<file path="src/rtl/seq_mult_pkg.sv">
// seq_mult_pkg: shared definitions for the sequential shift-and-add multiplier.
//   state_t     - controller state encoding (IDLE / RUN / DONE)
//   MIN_WIDTH   - smallest legal operand width
//   MAX_WIDTH   - largest legal operand width
//   cnt_width() - iteration counter width for a given operand width
package seq_mult_pkg;

    localparam int MIN_WIDTH = 2;
    localparam int MAX_WIDTH = 32;

    typedef enum logic [1:0] {
        IDLE = 2'd0,
        RUN  = 2'd1,
        DONE = 2'd2
    } state_t;

    // Counter must be able to hold WIDTH-1 (the last iteration index).
    function automatic int cnt_width(input int width);
        return $clog2(width + 1);
    endfunction

endpackage

</file>
<file path="src/rtl/adder_nbit.sv">
// adder_nbit: WIDTH-bit ripple-carry adder built from full-adder stages.
//   x, y  - addends (WIDTH bits, unsigned)
//   sum   - low WIDTH bits of x + y
//   cout  - carry out of the top stage
module adder_nbit #(
    parameter int WIDTH = 8
) (
    input  logic [WIDTH-1:0] x,
    input  logic [WIDTH-1:0] y,
    output logic [WIDTH-1:0] sum,
    output logic             cout
);

    logic [WIDTH:0] carry;

    assign carry[0] = 1'b0;

    for (genvar i = 0; i < WIDTH; i++) begin : g_fa
        assign sum[i]       = x[i] ^ y[i] ^ carry[i];
        assign carry[i + 1] = (x[i] & y[i]) | (carry[i] & (x[i] ^ y[i]));
    end

    assign cout = carry[WIDTH];

endmodule

</file>
<file path="src/rtl/seq_mult_nxn.sv">
// seq_mult_nxn: unsigned WIDTH x WIDTH radix-2 shift-and-add multiplier.
// One iteration per clock using a single shared adder_nbit; WIDTH cycles of
// busy, then a one-cycle done pulse with the 2*WIDTH-bit product on result.
//
// Ports:
//   clk         - rising-edge clock
//   rst         - synchronous, active-high reset (highest priority)
//   start       - operation request, accepted in IDLE or DONE
//   a, b        - multiplicand / multiplier, captured on an accepted start
//   signed_mode - (SEQ_MULT_SIGNED_EN only) treat a, b as two's complement
//   busy        - high while iterating
//   done        - one-cycle completion pulse
//   result      - product, held until the next completion or reset
//
// Build option: define SEQ_MULT_SIGNED_EN to add the signed_mode port.
module seq_mult_nxn
    import seq_mult_pkg::*;
#(
    parameter int WIDTH = 8,
    parameter int CNT_W = cnt_width(WIDTH)
) (
    input  logic                 clk,
    input  logic                 rst,
    input  logic                 start,
    input  logic [WIDTH-1:0]     a,
    input  logic [WIDTH-1:0]     b,
`ifdef SEQ_MULT_SIGNED_EN
    input  logic                 signed_mode,
`endif
    output logic                 busy,
    output logic                 done,
    output logic [2*WIDTH-1:0]   result
);

    if (WIDTH < MIN_WIDTH || WIDTH > MAX_WIDTH) begin : g_width_check
        $error("seq_mult_nxn: WIDTH must lie in [MIN_WIDTH, MAX_WIDTH]");
    end

    state_t             state, state_next;
    logic               accept;
    logic               last_iter;
    logic [WIDTH-1:0]   mcand;
    logic [WIDTH-1:0]   acc_hi;
    logic [WIDTH-1:0]   shift_lo;
    logic [CNT_W-1:0]   count;
    logic               neg_r;

    logic [WIDTH-1:0]   a_mag, b_mag;
    logic               neg_in;
    logic [WIDTH-1:0]   addend;
    logic [WIDTH-1:0]   sum;
    logic               cout;
    logic [2*WIDTH-1:0] product;

    // Operand conditioning: in signed mode iterate on magnitudes and fix the
    // sign at completion. The magnitude of -2^(WIDTH-1) still fits unsigned.
`ifdef SEQ_MULT_SIGNED_EN
    assign neg_in = signed_mode & (a[WIDTH-1] ^ b[WIDTH-1]);
    assign a_mag  = (signed_mode && a[WIDTH-1]) ? -a : a;
    assign b_mag  = (signed_mode && b[WIDTH-1]) ? -b : b;
`else
    assign neg_in = 1'b0;
    assign a_mag  = a;
    assign b_mag  = b;
`endif

    assign addend = shift_lo[0] ? mcand : '0;

    adder_nbit #(.WIDTH(WIDTH)) u_add (
        .x    (acc_hi),
        .y    (addend),
        .sum  (sum),
        .cout (cout)
    );

    // {cout, sum, shift_lo} shifted right by one: the full product once the
    // last iteration has been folded in.
    assign product   = {cout, sum, shift_lo[WIDTH-1:1]};
    assign last_iter = (state == RUN) && (count == CNT_W'(WIDTH - 1));

    always_ff @(posedge clk) begin
        if (rst) begin
            state <= IDLE;
        end else begin
            state <= state_next;
        end
    end

    always_comb begin
        state_next = state;
        accept     = 1'b0;
        busy       = 1'b0;
        done       = 1'b0;
        case (state)
            IDLE: begin
                if (start) begin
                    accept     = 1'b1;
                    state_next = RUN;
                end
            end
            RUN: begin
                busy = 1'b1;
                if (last_iter) begin
                    state_next = DONE;
                end
            end
            DONE: begin
                done = 1'b1;
                if (start) begin
                    accept     = 1'b1;
                    state_next = RUN;
                end else begin
                    state_next = IDLE;
                end
            end
            default: state_next = IDLE;
        endcase
    end

    always_ff @(posedge clk) begin
        if (rst) begin
            mcand    <= '0;
            acc_hi   <= '0;
            shift_lo <= '0;
            count    <= '0;
            neg_r    <= 1'b0;
            result   <= '0;
        end else if (accept) begin
            mcand    <= a_mag;
            shift_lo <= b_mag;
            acc_hi   <= '0;
            count    <= '0;
            neg_r    <= neg_in;
        end else if (state == RUN) begin
            acc_hi   <= {cout, sum[WIDTH-1:1]};
            shift_lo <= {sum[0], shift_lo[WIDTH-1:1]};
            count    <= count + CNT_W'(1);
            if (last_iter) begin
                result <= neg_r ? -product : product;
            end
        end
    end

endmodule

</file>
<file path="config.mk">
export PLATFORM = sky130hd
export DESIGN_NAME = seq_mult_nxn
export DESIGN_NICKNAME = d
export VERILOG_FILES = /design/src/rtl/seq_mult_pkg.sv /design/src/rtl/adder_nbit.sv /design/src/rtl/seq_mult_nxn.sv
export SDC_FILE = /design/constraint.sdc
export NUM_CORES = 1
export LEC_CHECK = 0
export CAP_MARGIN = 20
export CORE_MARGIN = 2
export CORE_UTILIZATION = 45
export CTS_CLUSTER_SIZE = 28
export DETAILED_ROUTE_END_ITERATION = 8
export HOLD_SLACK_MARGIN = 0.15
export PLACE_DENSITY = 0.85
export SKIP_CTS_REPAIR_TIMING = 1
export SYNTH_ARGS = -nofsm -noshare
export SYNTH_HDL_FRONTEND = slang
export SYNTH_SLANG_ARGS = --single-unit
</file>
<file path="constraint.sdc">
create_clock -name clk -period 3.77 [get_ports clk]
set_clock_uncertainty 0.15 [all_clocks]
set_input_delay 0.754 -clock clk [delete_from_list [all_inputs] [get_ports clk]]
set_output_delay 0.754 -clock clk [all_outputs]
set_load 0.01 [all_outputs]
</file>
---- Word level (Yosys, flattened, before mapping) ----
Index checks and enable logic that the tools add are counted.
word-level totals
  register bits ........................... 46
  word-level logic and storage cells ...... 68
cells by class
  $add $sub $neg .......................... 1
  equal/unequal tests ..................... 5
  muxes and demuxes ....................... 11
  bitwise operators ....................... 38
  reductions and logical operators ........ 7
operators with widths
  operator                                             number
  2-to-1 mux 8 bit                                     3
  AND 1 bit                                            15
  XOR 1 bit                                            15
  OR 1 bit                                             7
  case mux 2 bit (3 select lines)                      1
  2-to-1 mux 1 bit                                     5
  adder 4 x 1 -> 4 bit, second input constant          1
  equality test 4 x 3 -> 1 bit, second input constant  1
  2-to-1 mux 2 bit                                     2
  inequality test 2 bit, second input constant         2
  OR reduction 2 bit                                   2
  AND reduction 3 bit                                  1
  equality test 2 x 1 -> 1 bit, second input constant  1
  equality test 2 bit, second input constant           1
  zero test 2 bit                                      1
  AND reduction 2 bit                                  1
  nonzero test 2 bit                                   1
  logical AND 1 bit                                    1
  NOT 1 bit                                            1

---- Logic depth before layout (Yosys ltp) ----
Gate-level depths: netlist of run 1.
  word-level depth ........................ 16
  mapped depth ............................ 13
  gate-level depth less buffers ........... 13

---- Hierarchy ----
From an unflattened synthesis of run 1, not the netlist that was laid out.
second synthesis, totals
  cells, all modules ...................... 232
  area total of the unflattened synthesis .. 2095.8 µm²
by module, submodules not included
  module        instances  cells an instance  area an instance (µm²)  sequential area each (µm²)
  seq_mult_nxn  1          214                1905.6                  920.9
  adder_nbit    1          18                 190.2                   0.0

---- Worst setup path before layout of run 1 ----
Ideal clock, no wire load.
  path type ............................... reg2reg
  start ................................... register shift_lo[0]
  end ..................................... register result[14]
  library setup time ...................... 86 ps
  arrival ................................. 3424 ps
  setup slack ............................. 111 ps
  stages on the path, launching flop included .. 14
  path buffers ............................ 0
  period minus slack after synthesis ...... 3659 ps
  cell sequence ........................... dfxtp_1 and2_1 ha_1 inv_1 fa_1 inv_1 fa_1 fa_1 fa_1 fa_1 fa_1 inv_1 fa_1 a211oi_1
between the ends
  word-level cells in the longest chain between the ends .. 15
ends and longest elaborated chain
  item                                           line                 text
  start, declared                                seq_mult_nxn.sv:44   logic [WIDTH-1:0] shift_lo;
  start signal, assigned                         seq_mult_nxn.sv:130  shift_lo <= b_mag;
  start signal, assigned                         seq_mult_nxn.sv:136  shift_lo <= {sum[0], shift_lo[WIDTH-1:1]};
  2-to-1 mux 8 bit (*)                           seq_mult_nxn.sv:67   assign addend = shift_lo[0] ? mcand : '0;
  AND 1 bit / XOR 1 bit (equally long branches)  adder_nbit.sv:20     assign carry[i + 1] = (x[i] & y[i]) | (carry[i] & (x[i] ^ y[i]));
  AND 1 bit                                      adder_nbit.sv:20
  OR 1 bit                                       adder_nbit.sv:20
  AND 1 bit                                      adder_nbit.sv:20
  OR 1 bit                                       adder_nbit.sv:20
  AND 1 bit                                      adder_nbit.sv:20
  OR 1 bit                                       adder_nbit.sv:20
  AND 1 bit                                      adder_nbit.sv:20
  OR 1 bit                                       adder_nbit.sv:20
  AND 1 bit                                      adder_nbit.sv:20
  OR 1 bit                                       adder_nbit.sv:20
  AND 1 bit                                      adder_nbit.sv:20
  OR 1 bit                                       adder_nbit.sv:20
  XOR 1 bit (*)                                  adder_nbit.sv:19     assign sum[i] = x[i] ^ y[i] ^ carry[i];
  end signal, assigned                           seq_mult_nxn.sv:139  result <= neg_r ? -product : product;
  end, declared                                  seq_mult_nxn.sv:32   output logic [2*WIDTH-1:0] result
Mark *: on every way between the ends. The rest lies on a longest branch, timed or not.
A chain may end at the register's enable or synchronous reset.

---- Worst setup path after layout of run 1 ----
  start ................................... register mcand[0]
  end ..................................... register result[14]
between the ends
  word-level cells in the longest chain between the ends .. 15
ends and longest elaborated chain
  item                     line                 text
  start, declared          seq_mult_nxn.sv:42   logic [WIDTH-1:0] mcand;
  start signal, assigned   seq_mult_nxn.sv:129  mcand <= a_mag;
  2-to-1 mux 8 bit         seq_mult_nxn.sv:67
  AND 1 bit (2 in series)  adder_nbit.sv:20
  OR 1 bit                 adder_nbit.sv:20
  AND 1 bit                adder_nbit.sv:20
  OR 1 bit                 adder_nbit.sv:20
  AND 1 bit                adder_nbit.sv:20
  OR 1 bit                 adder_nbit.sv:20
  AND 1 bit                adder_nbit.sv:20
  OR 1 bit                 adder_nbit.sv:20
  AND 1 bit                adder_nbit.sv:20
  OR 1 bit                 adder_nbit.sv:20
  AND 1 bit                adder_nbit.sv:20
  OR 1 bit                 adder_nbit.sv:20
  XOR 1 bit                adder_nbit.sv:19
No other way between the ends.

==> results.env, run 1 <==
MAX_CAP_VIOL_COUNT=0
GRTUSAGEMET1=0.250
P_PER_AREA_nW_PER_UM2=381
SYNTH_TOP_AREA_CELL='sky130_fd_sc_hd__dfxtp_1'
STARTPOINT_TO_ENDPOINT_CLASS_OF_THE_CRITICAL_PATH='flip-flop to flip-flop'
SYNTH-WARNING-COUNT=0
INITIAL_CORE_UTIL=0.458
TIMING.FMAX_MHz=275
CLOCK_LATENCY_PS=300
DIE_AREA_SQ_UM=4920
TOTAL_OF_FLIP_FLOPS_PLUS_LATCHES_AFTER_SYNTHESIS=46
NUMBER_OF_CELLS_ON_THE_CRITICAL_PATH=13
CLKSLEWWORSTSETUPHOLDPATHS_PS=80
GRT_USE_TOTAL=0.183
IO_BUFFERS=36
DP.CELLS=298
VIAS_PER_CELL=5.43
DESIGN.CORE.AREA_SQ_UM=4290
POWER.IR.VDD_WORST_mV=0.259
SYNTH_TOP_CELL_AREA_SHARE=0.468
TOP_USAGE_LAYER='met2'
POST-ROUTE-DRC-COUNT=0
USE_MET2=0.278
GRT_START_MAX_NET_PINS=39
TIMING.REG2REG.WORST_PATH_DEPTH=13
CRIT_PATH_END_KIND='flip-flop'
CLOCK_POWER_SHARE=0.322
NETLIST-CELL-TYPE-COUNT=28
CLOCK_SINK_COUNT=46
P_COMB_FRAC=0.116
POWER.SEQUENTIAL.FRACTION=0.562
RUN_STATUS='complete, no violations'
WORST_PATH_MOST_REPEATED_CELL='sky130_fd_sc_hd__fa_2'
HOLD_VIOLATIONS=0
FLOW.AREA_GROWTH_FROM_SYNTHESIS_PCT=22.5
NUMBER_OF_GLOBAL_ROUTE_VIAS_BEFORE_REPAIR=1505
WORST-SLEW-PIN-TRANSITION_PS=686
CTS.ROOT.BUFFER_CELL='sky130_fd_sc_hd__clkbuf_8'
CRITICAL_PATH.TOP_DELAY_FAMILY='adder cells'
GRT_SETUP_UNREPAIRED='false'
FINAL_CELL_COUNT_NO_FILL=306
TIMING.HOLD.WORST.CLASS='flip-flop to flip-flop'
NNETSFINAL=281
DETAIL_ROUTE.ITER0.VIOLATIONS=84
CTS_TREE='done'
YOSYSSEQAREASHARE=0.468
GLOBAL_ROUTE_WIRE_LENGTH_BEFORE_REPAIR_MM=7.07
DETAIL_ROUTE.WL_PER_CELL_UM=13.8
CTSLONGESTPATHBUFFERS=2
MAXIMUM_CELL_STAGE_DELAY_ALONG_THE_CRITICAL_PATH_PS=460
DRT_PASS1_ITERATIONS=4
WORST_CASE_HEADROOM_TO_THE_MAX_SLEW_LIMIT=0.542
SWITCHING_COMPONENT_OF_THE_POWER_W=0.000238
CRITICAL_PATH.N_BUFFERS_INVERTERS=3
POWER.STATIC_LEAKAGE_nW=0.827
MASTER_OF_THE_SLOWEST_INSTANCE_ON_THE_CRITICAL_PATH='sky130_fd_sc_hd__fa_1'
DRIVE_GT1_FRAC=0.0787
ANTENNA_CELLS_INSERTED=0
GLOBAL_ROUTE.OVERFLOW_TOTAL=0
INTERNAL_POWER_W=0.000681
SYNTH.CELL_AREA_SQ_UM=1970
CRIT_CHAIN='and2_1 > ha_1 > inv_1 > fa_1 > inv_1 > fa_1 > fa_2 > fa_2 > fa_2 > fa_2 > inv_1 > fa_1 > a211oi_2'
FINALCRITPERIODSHARE=0.965
SYNTH.AREA.TOP_CELLS='sky130_fd_sc_hd__dfxtp_1, sky130_fd_sc_hd__a21oi_1, sky130_fd_sc_hd__fa_1'
CRITICAL_PATH_DATA_REQUIRED_TIME_PS=3840
POWER.TOTAL_W=0.000919
STARTPOINT_TYPE='flip-flop'
CTS_MAX_LEVEL=2
PLACE.DETAILED.HPWL_MM=2.75
PLACEMENTROWS=24
SYNTHESIS.INSTANCES=225
ANT_NETS=0
DIE_HEIGHT_UM=70.1
CRIT_PATH_MAX_FANOUT=2
TIMING.HOLD.WORST_PATH_DEPTH=2
SYN-NUM-NETS=253
CTS_MADE_BUFFERS=5
CP_DATA_ARRIVAL_TIME_PS=3700
GLOBALROUTEMET3UTIL=0.0476
GP_CONGESTION=0.796
DIE_X_UM=70.1
FINALWIRELENGTH_MM=4.21
PLACEMENT.CELL_AREA_SQ_UM=2310
POST-ROUTE-CELL-AREA_SQ_UM=2410
NUM_VIAS=1661
REPORT.FINAL.SETUP_VIOL=0
IO_PINS=37
ANTENNA_FOUND_INITIAL=0
SYNTH.AVG_CELL_AREA_SQ_UM=8.75
FINALMAXSLEWVIOLATIONS=0
LAYOUT.CORE_UTILIZATION=0.561
FIN_CRIT_PS=3640
SWITCHING_SHARE=0.259
[worst reg2reg max path: stages (launching register included)]
cell,delay (ps)
sky130_fd_sc_hd__dfxtp_1,320
sky130_fd_sc_hd__and2_1,150
sky130_fd_sc_hd__ha_1,180
sky130_fd_sc_hd__inv_1,80
sky130_fd_sc_hd__fa_1,160
sky130_fd_sc_hd__inv_1,50
sky130_fd_sc_hd__fa_1,370
sky130_fd_sc_hd__fa_2,350
sky130_fd_sc_hd__fa_2,350
sky130_fd_sc_hd__fa_2,350
sky130_fd_sc_hd__fa_2,320
sky130_fd_sc_hd__inv_1,80
sky130_fd_sc_hd__fa_1,460
sky130_fd_sc_hd__a211oi_2,200
[registers in the layout, summed over array words and instances (netlist names)]
name,flops
result,16
acc_hi,8
mcand,8
shift_lo,8
count,4
state,2
[power by group through the flow]
stage                     combinational [W]  sequential (W)  clock, W
final                              0.000106        0.000517  0.000296
after global routing               0.000116        0.000519  0.000325
after CTS                          0.000105        0.000516  0.000303
after detailed placement           0.000104        0.000528         0
after global placement             0.000103        0.000527         0
after floorplan                   0.0000742        0.000525         0
[per-layer routing]
metal	up-vias	wire length [um]	share of wire
met5	-	0	0
met4	0	54	0.013
met3	6	279	0.066
met2	54	2000	0.47
met1	777	1880	0.45
li1	824	-	-
[cells in the mapped netlist]
cell type,instances
sky130_fd_sc_hd__nand2b_1,1
sky130_fd_sc_hd__nand3b_1,2
sky130_fd_sc_hd__and2_1,6
sky130_fd_sc_hd__ha_1,2
sky130_fd_sc_hd__buf_2,7
sky130_fd_sc_hd__inv_1,5
sky130_fd_sc_hd__xnor2_1,1
sky130_fd_sc_hd__buf_4,3
sky130_fd_sc_hd__a211oi_2,1
sky130_fd_sc_hd__and3b_1,1
sky130_fd_sc_hd__nand2_1,30
sky130_fd_sc_hd__o22ai_1,8
sky130_fd_sc_hd__nor2b_1,2
sky130_fd_sc_hd__inv_2,1
sky130_fd_sc_hd__nand2b_2,2
sky130_fd_sc_hd__fa_1,7
sky130_fd_sc_hd__o21ai_0,14
sky130_fd_sc_hd__a211oi_1,5
sky130_fd_sc_hd__or3_1,1
sky130_fd_sc_hd__clkbuf_1,5
sky130_fd_sc_hd__xor2_1,1
sky130_fd_sc_hd__nand3_1,14
sky130_fd_sc_hd__dfxtp_1,46
sky130_fd_sc_hd__nor3_1,17
sky130_fd_sc_hd__buf_6,3
sky130_fd_sc_hd__a21oi_1,32
sky130_fd_sc_hd__buf_1,1
sky130_fd_sc_hd__nor2_1,7
[through the flow]
step           hold WS (ps)  worst slack [ps]  setup TNS [ps]
6_report                310               133               0
5_1_grt                 328              17.2               0
4_1_cts                 310             -50.3           -50.3
3_5_place_dp            298             -43.0           -44.7
3_3_place_gp            291               104               0
2_1_floorplan           282               111               0
[logic make-up after synthesis]
family,Yosys count,share of synthesized area
AND/OR/NAND/NOR,83,0.202
AO/OA/AOI/OAI,60,0.168
flip-flops,46,0.468
buffers and inverters,25,0.0693
adder cells (fa/ha/maj),9,0.0839
XOR/XNOR,2,0.00890
[path summary, 6_finish.rpt]
path	startpoint	to	slack, ps
hold / removal	mcand[6]$_SDFFE_PP0P_	mcand[6]$_SDFFE_PP0P_	310
setup / recovery	mcand[0]$_SDFFE_PP0P_	result[14]$_SDFFE_PP0P_	130
hold reg to reg	mcand[6]$_SDFFE_PP0P_	mcand[6]$_SDFFE_PP0P_	310
setup reg to reg	mcand[0]$_SDFFE_PP0P_	result[14]$_SDFFE_PP0P_	130
[layout make-up]
class / count / area (sq um)
clock buffer: 6 / 72.6
clock inverter: 2 / 13.8
fill: 389 / 1880
inverter: 6 / 22.5
multi-input combinational: 154 / 926
sequential: 46 / 921
tap: 52 / 65.1
timing repair buffer: 40 / 390
[cell usage in the layout (no fill, tap or decap), drive strengths merged]
cell type	n
clkbuf	6
xnor2	1
xor2	1
o22ai	8
clkinv	2
o21ai	14
nor3	17
or3	1
a21oi	32
dfxtp	46
nand3	14
a211oi	6
nor2	7
fa	7
and3b	1
nand2b	3
nand2	30
clkdlybuf4s50	36
ha	2
inv	6
buf	4
and2	6
nor2b	2
nand3b	2
(Power assumes the default switching activity.)
==> run 2, diff against run 1 <==
--- a/config.mk
+++ b/config.mk
@@ -5,13 +5,14 @@
 export SDC_FILE = /design/constraint.sdc
 export NUM_CORES = 1
 export LEC_CHECK = 0
+export ABC_AREA = 1
 export CAP_MARGIN = 20
 export CORE_MARGIN = 2
 export CORE_UTILIZATION = 45
 export CTS_CLUSTER_SIZE = 28
 export DETAILED_ROUTE_END_ITERATION = 8
 export HOLD_SLACK_MARGIN = 0.15
-export PLACE_DENSITY = 0.85
+export PLACE_DENSITY = 0.84
 export SKIP_CTS_REPAIR_TIMING = 1
 export SYNTH_ARGS = -nofsm -noshare
 export SYNTH_HDL_FRONTEND = slang
==> run 2 against run 1 <==
  * Power grew 2.3%
  * Register-to-register slack gained 60 ps
  * Sequential cell count stayed put
  * Non-clock buffer count decreased by 2
  * Core utilization rose by 2.1 points
  * Global-route usage is 0.53 points lower
  * Critical path depth grew 3
  * Cell area rose by 7.4%
  * Maximum frequency is 1.7% higher
  * Critical endpoint unchanged
  * Largest power group unchanged
==> results.env, run 2 <==
CRITICAL_PATH.N_BUFFERS_INVERTERS=4  # +1
FINALWIRELENGTH_MM=4.13  # -1.9%
SYNTH_ENABLE_FLOP_CELLS=0  # unchanged
SYNTH_TOP_AREA_CELL='sky130_fd_sc_hd__dfxtp_1'
DRT_PASS1_ITERATIONS=4  # unchanged
DRIVE_GT1_FRAC=0.0653  # -0.0135
MAXIMUM_CELL_STAGE_DELAY_ALONG_THE_CRITICAL_PATH_PS=420  # -40 ps
FINAL_CELL_COUNT_NO_FILL=389  # +27%
LAYOUT.CELLS.MOST_COMMON_LIST='sky130_fd_sc_hd__nand2_1, sky130_fd_sc_hd__nor2_1, sky130_fd_sc_hd__dfxtp_1'
CLKSLEWWORSTSETUPHOLDPATHS_PS=90  # about the same
CTSLONGESTPATHBUFFERS=2  # unchanged
RUN_STATUS='complete, no violations'
REPORT.FINAL.SETUP_VIOL=0  # unchanged
FINALMAXSLEWVIOLATIONS=0  # unchanged
CTS_MADE_BUFFERS=5  # unchanged
WORST-SLEW-PIN-TRANSITION_PS=554  # -132 ps
NUMBER_OF_GLOBAL_ROUTE_VIAS_BEFORE_REPAIR=1759  # +17%
NUM_VIAS=1818  # +9.5%
GLOBAL_ROUTE.OVERFLOW_TOTAL=0  # unchanged
HOLD_VIOLATIONS=0  # unchanged
TIMING.FMAX_MHz=280  # +1.7%
ANTENNA_FOUND_INITIAL=0  # unchanged
CTS_MAX_LEVEL=2  # unchanged
PLACEMENTROWS=24  # unchanged
GP_CONGESTION=0.822  # +3.2%
STARTPOINT_TO_ENDPOINT_CLASS_OF_THE_CRITICAL_PATH='flip-flop to flip-flop'
DESIGN.CORE.AREA_SQ_UM=4440  # +3.5%
FINAL.SETUP.TNS_PS=0  # unchanged
POST-ROUTE-CELL-AREA_SQ_UM=2590  # +7.4%
SYNTH.CELL_AREA_SQ_UM=2120  # +7.6%
POWER.IR.VDD_WORST_mV=0.194  # -25%
INITIAL_CORE_UTIL=0.476  # +0.0180
DP.CELLS=381  # +28%
DIE_AREA_SQ_UM=5270  # +7.1%
PLACE.DETAILED.HPWL_MM=2.93  # +6.5%
WORST_PATH_MOST_REPEATED_CELL='sky130_fd_sc_hd__fa_2'
DIE_X_UM=72.6  # +3.5%
CLOCK_SINK_COUNT=46  # unchanged
SYN-NUM-NETS=328  # +30%
POWER.STATIC_LEAKAGE_nW=1.22  # +48%
CP_DATA_ARRIVAL_TIME_PS=3670  # -30 ps
PLACEMENT.CELL_AREA_SQ_UM=2490  # +7.6%
STARTPOINT_TYPE='flip-flop'
WORST_SLACK_PS=194  # +61.1 ps
TIMING.HOLD.WORST.CLASS='flip-flop to flip-flop'
POSTSYNTH.ASYNCRESETSHARE=0  # unchanged
MAX_CAP_VIOL_COUNT=0  # unchanged
SYNTH_COMMON_CELLS='sky130_fd_sc_hd__nand2_1, sky130_fd_sc_hd__nor2_1, sky130_fd_sc_hd__dfxtp_1'
DIE_HEIGHT_UM=72.6  # +3.5%
GLOBAL_ROUTE_WIRE_LENGTH_BEFORE_REPAIR_MM=7.39  # +4.6%
CRITICAL_PATH.TOP_DELAY_FAMILY='adder cells'
WORST_CASE_HEADROOM_TO_THE_MAX_SLEW_LIMIT=0.630  # +0.0874
NNETSFINAL=364  # +30%
SYNTH.AREA.TOP_CELLS='sky130_fd_sc_hd__dfxtp_1, sky130_fd_sc_hd__nand2_1, sky130_fd_sc_hd__nor2_1'
PRE_CTS_SLACK_PS=73.9  # +117 ps
IO_BUFFERS=36  # unchanged
TOTAL_OF_FLIP_FLOPS_PLUS_LATCHES_AFTER_SYNTHESIS=46  # unchanged
CTS.ROOT.BUFFER_CELL='sky130_fd_sc_hd__clkbuf_8'
YOSYSSEQAREASHARE=0.435  # -0.0329
LAYOUT.CELLS.MOST_COMMON='sky130_fd_sc_hd__nand2_1'
TOP_REGISTER='result'
POST-SYNTH-TOP-COUNT-CELL='sky130_fd_sc_hd__nand2_1'
FINALCRITPERIODSHARE=0.948  # -0.0162
CTS_TREE='done'
GRT_START_MAX_NET_PINS=38  # -2.6%
NUM-FILL-CELLS=421  # +8.2%
SYNTHESIS.INSTANCES=300  # +33%
POST-ROUTE-DRC-COUNT=0  # unchanged
SYNTH_TOP_CELL_AREA_SHARE=0.435  # -0.0329
CRIT_PATH_MAX_FANOUT=2  # unchanged
VIAS_PER_CELL=4.67  # -14%
FIN_CRIT_PS=3580  # -61.1 ps
MASTER_OF_THE_SLOWEST_INSTANCE_ON_THE_CRITICAL_PATH='sky130_fd_sc_hd__fa_1'
IO_PINS=37  # unchanged
SYNTH-WARNING-COUNT=0  # unchanged
FLOW.AREA_GROWTH_FROM_SYNTHESIS_PCT=22.3
LAYOUT.CORE_UTILIZATION=0.582  # +0.0210
SYNTH.AVG_CELL_AREA_SQ_UM=7.06  # -19%
DETAIL_ROUTE.WL_PER_CELL_UM=10.6  # -23%
ANTENNA_CELLS_INSERTED=0  # unchanged
P_PER_AREA_nW_PER_UM2=363  # -4.7%
CRIT_PATH_END_KIND='flip-flop'
ANT_NETS=0  # unchanged
NUMBER_OF_FLIP_FLOPS_IN_THE_LARGEST_REGISTER=16  # unchanged
GRT_USE_TOTAL=0.178  # -0.00527
DETAIL_ROUTE.ITER0.VIOLATIONS=230  # +170%
GRT_SETUP_UNREPAIRED='false'
CRIT_CHAIN='nand2_1 > inv_1 > ha_1 > inv_1 > fa_1 > inv_1 > fa_2 > fa_2 > fa_2 > fa_2 > fa_2 > inv_2 > fa_1 > nand2_1 > nand2_1 > nor2_1'
CLOCK_LATENCY_PS=300  # about the same
NETLIST-CELL-TYPE-COUNT=18  # -36%
CRITICAL_PATH_DATA_REQUIRED_TIME_PS=3860  # +20 ps
SYNTH_TOP_FLOP_CELL='sky130_fd_sc_hd__dfxtp_1'
==> run 2: cell count changes in the layout (fill, tap and decap cells not counted), moves of 4 or more <==
cell	previous run	this run
sky130_fd_sc_hd__o22ai_1	8	0
sky130_fd_sc_hd__o21ai_0	14	8
sky130_fd_sc_hd__inv_1	5	42
sky130_fd_sc_hd__nor3_1	17	0
sky130_fd_sc_hd__a21oi_1	32	9
sky130_fd_sc_hd__nor2_1	7	62
sky130_fd_sc_hd__nand2_1	30	92
sky130_fd_sc_hd__a211oi_1	4	0
sky130_fd_sc_hd__and2_1	6	0
==> run 2: per-layer routing <==
layer / GRT usage / part of all wire / up-vias
li1: - / - / 959
met2: 0.274 / 0.44 / 62
met1: 0.232 / 0.47 / 789
met3: 0.0442 / 0.067 / 8
met4: 0.0885 / 0.018 / 0
met5: 0 / 0 / -
==> run 2: kinds of logic (layout without fill, tap and decap cells) <==
group	count (synthesis)	after routing	share of synthesized area
AND/OR/NAND/NOR	173	173	0.326
buffers and inverters	53	90	0.112
flip-flops	46	46	0.435
AO/OA/AOI/OAI	19	19	0.0496
adder cells (fa/ha/maj)	9	9	0.0780
==> run 2: per-stage QoR <==
stage               total power (W)  hold WS (ps)
global route               0.000979           346
floorplan                  0.000608           295
detailed placement         0.000647           312
global placement           0.000643           305
CTS                        0.000945           325
finish                     0.000940           319
==> run 2: path summary, 6_finish.rpt <==
check                          startpoint                      end  slack, ps  depth (start not counted)
hold reg to reg   result[13]$_SDFFE_PP0P_  result[13]$_SDFFE_PP0P_        320                          2
setup / recovery    mcand[0]$_SDFFE_PP0P_  result[14]$_SDFFE_PP0P_        190                         16
hold / removal    result[13]$_SDFFE_PP0P_  result[13]$_SDFFE_PP0P_        320                          2
setup reg to reg    mcand[0]$_SDFFE_PP0P_  result[14]$_SDFFE_PP0P_        190                         16
==> run 2: cell type report <==
cell class / instances / area, sq um / share of cell area
flip-flops and latches: 46 / 921 / 0.356
clock inverters: 3 / 21.3 / 0.00822
inverters: 44 / 165 / 0.0638
well taps: 52 / 65.1 / 0.0251
repair buffers: 38 / 375 / 0.145
multi-input cells: 201 / 972 / 0.376
clock buffers: 5 / 68.8 / 0.0266
==> run 2: worst min-delay path, cell delays in order, from the launching register on <==
cell and delay (ps):
sky130_fd_sc_hd__dfxtp_1 320, sky130_fd_sc_hd__nand3_1 70, sky130_fd_sc_hd__nand2_1 40
==> run 2: power by group <==
group / switching (W) / internal [W]
clock: 0.000172 / 0.000130
sequential: 0.0000119 / 0.000506
combinational: 0.0000706 / 0.0000492
==> run 3, diff against run 2 <==
--- a/config.mk
+++ b/config.mk
@@ -6,7 +6,7 @@
 export NUM_CORES = 1
 export LEC_CHECK = 0
 export ABC_AREA = 1
-export CAP_MARGIN = 20
+export CAP_MARGIN = 25
 export CORE_MARGIN = 2
 export CORE_UTILIZATION = 45
 export CTS_CLUSTER_SIZE = 28
==> results of run 3 <==
No change in the layout: final DEF, timing and power equal those of run 2.
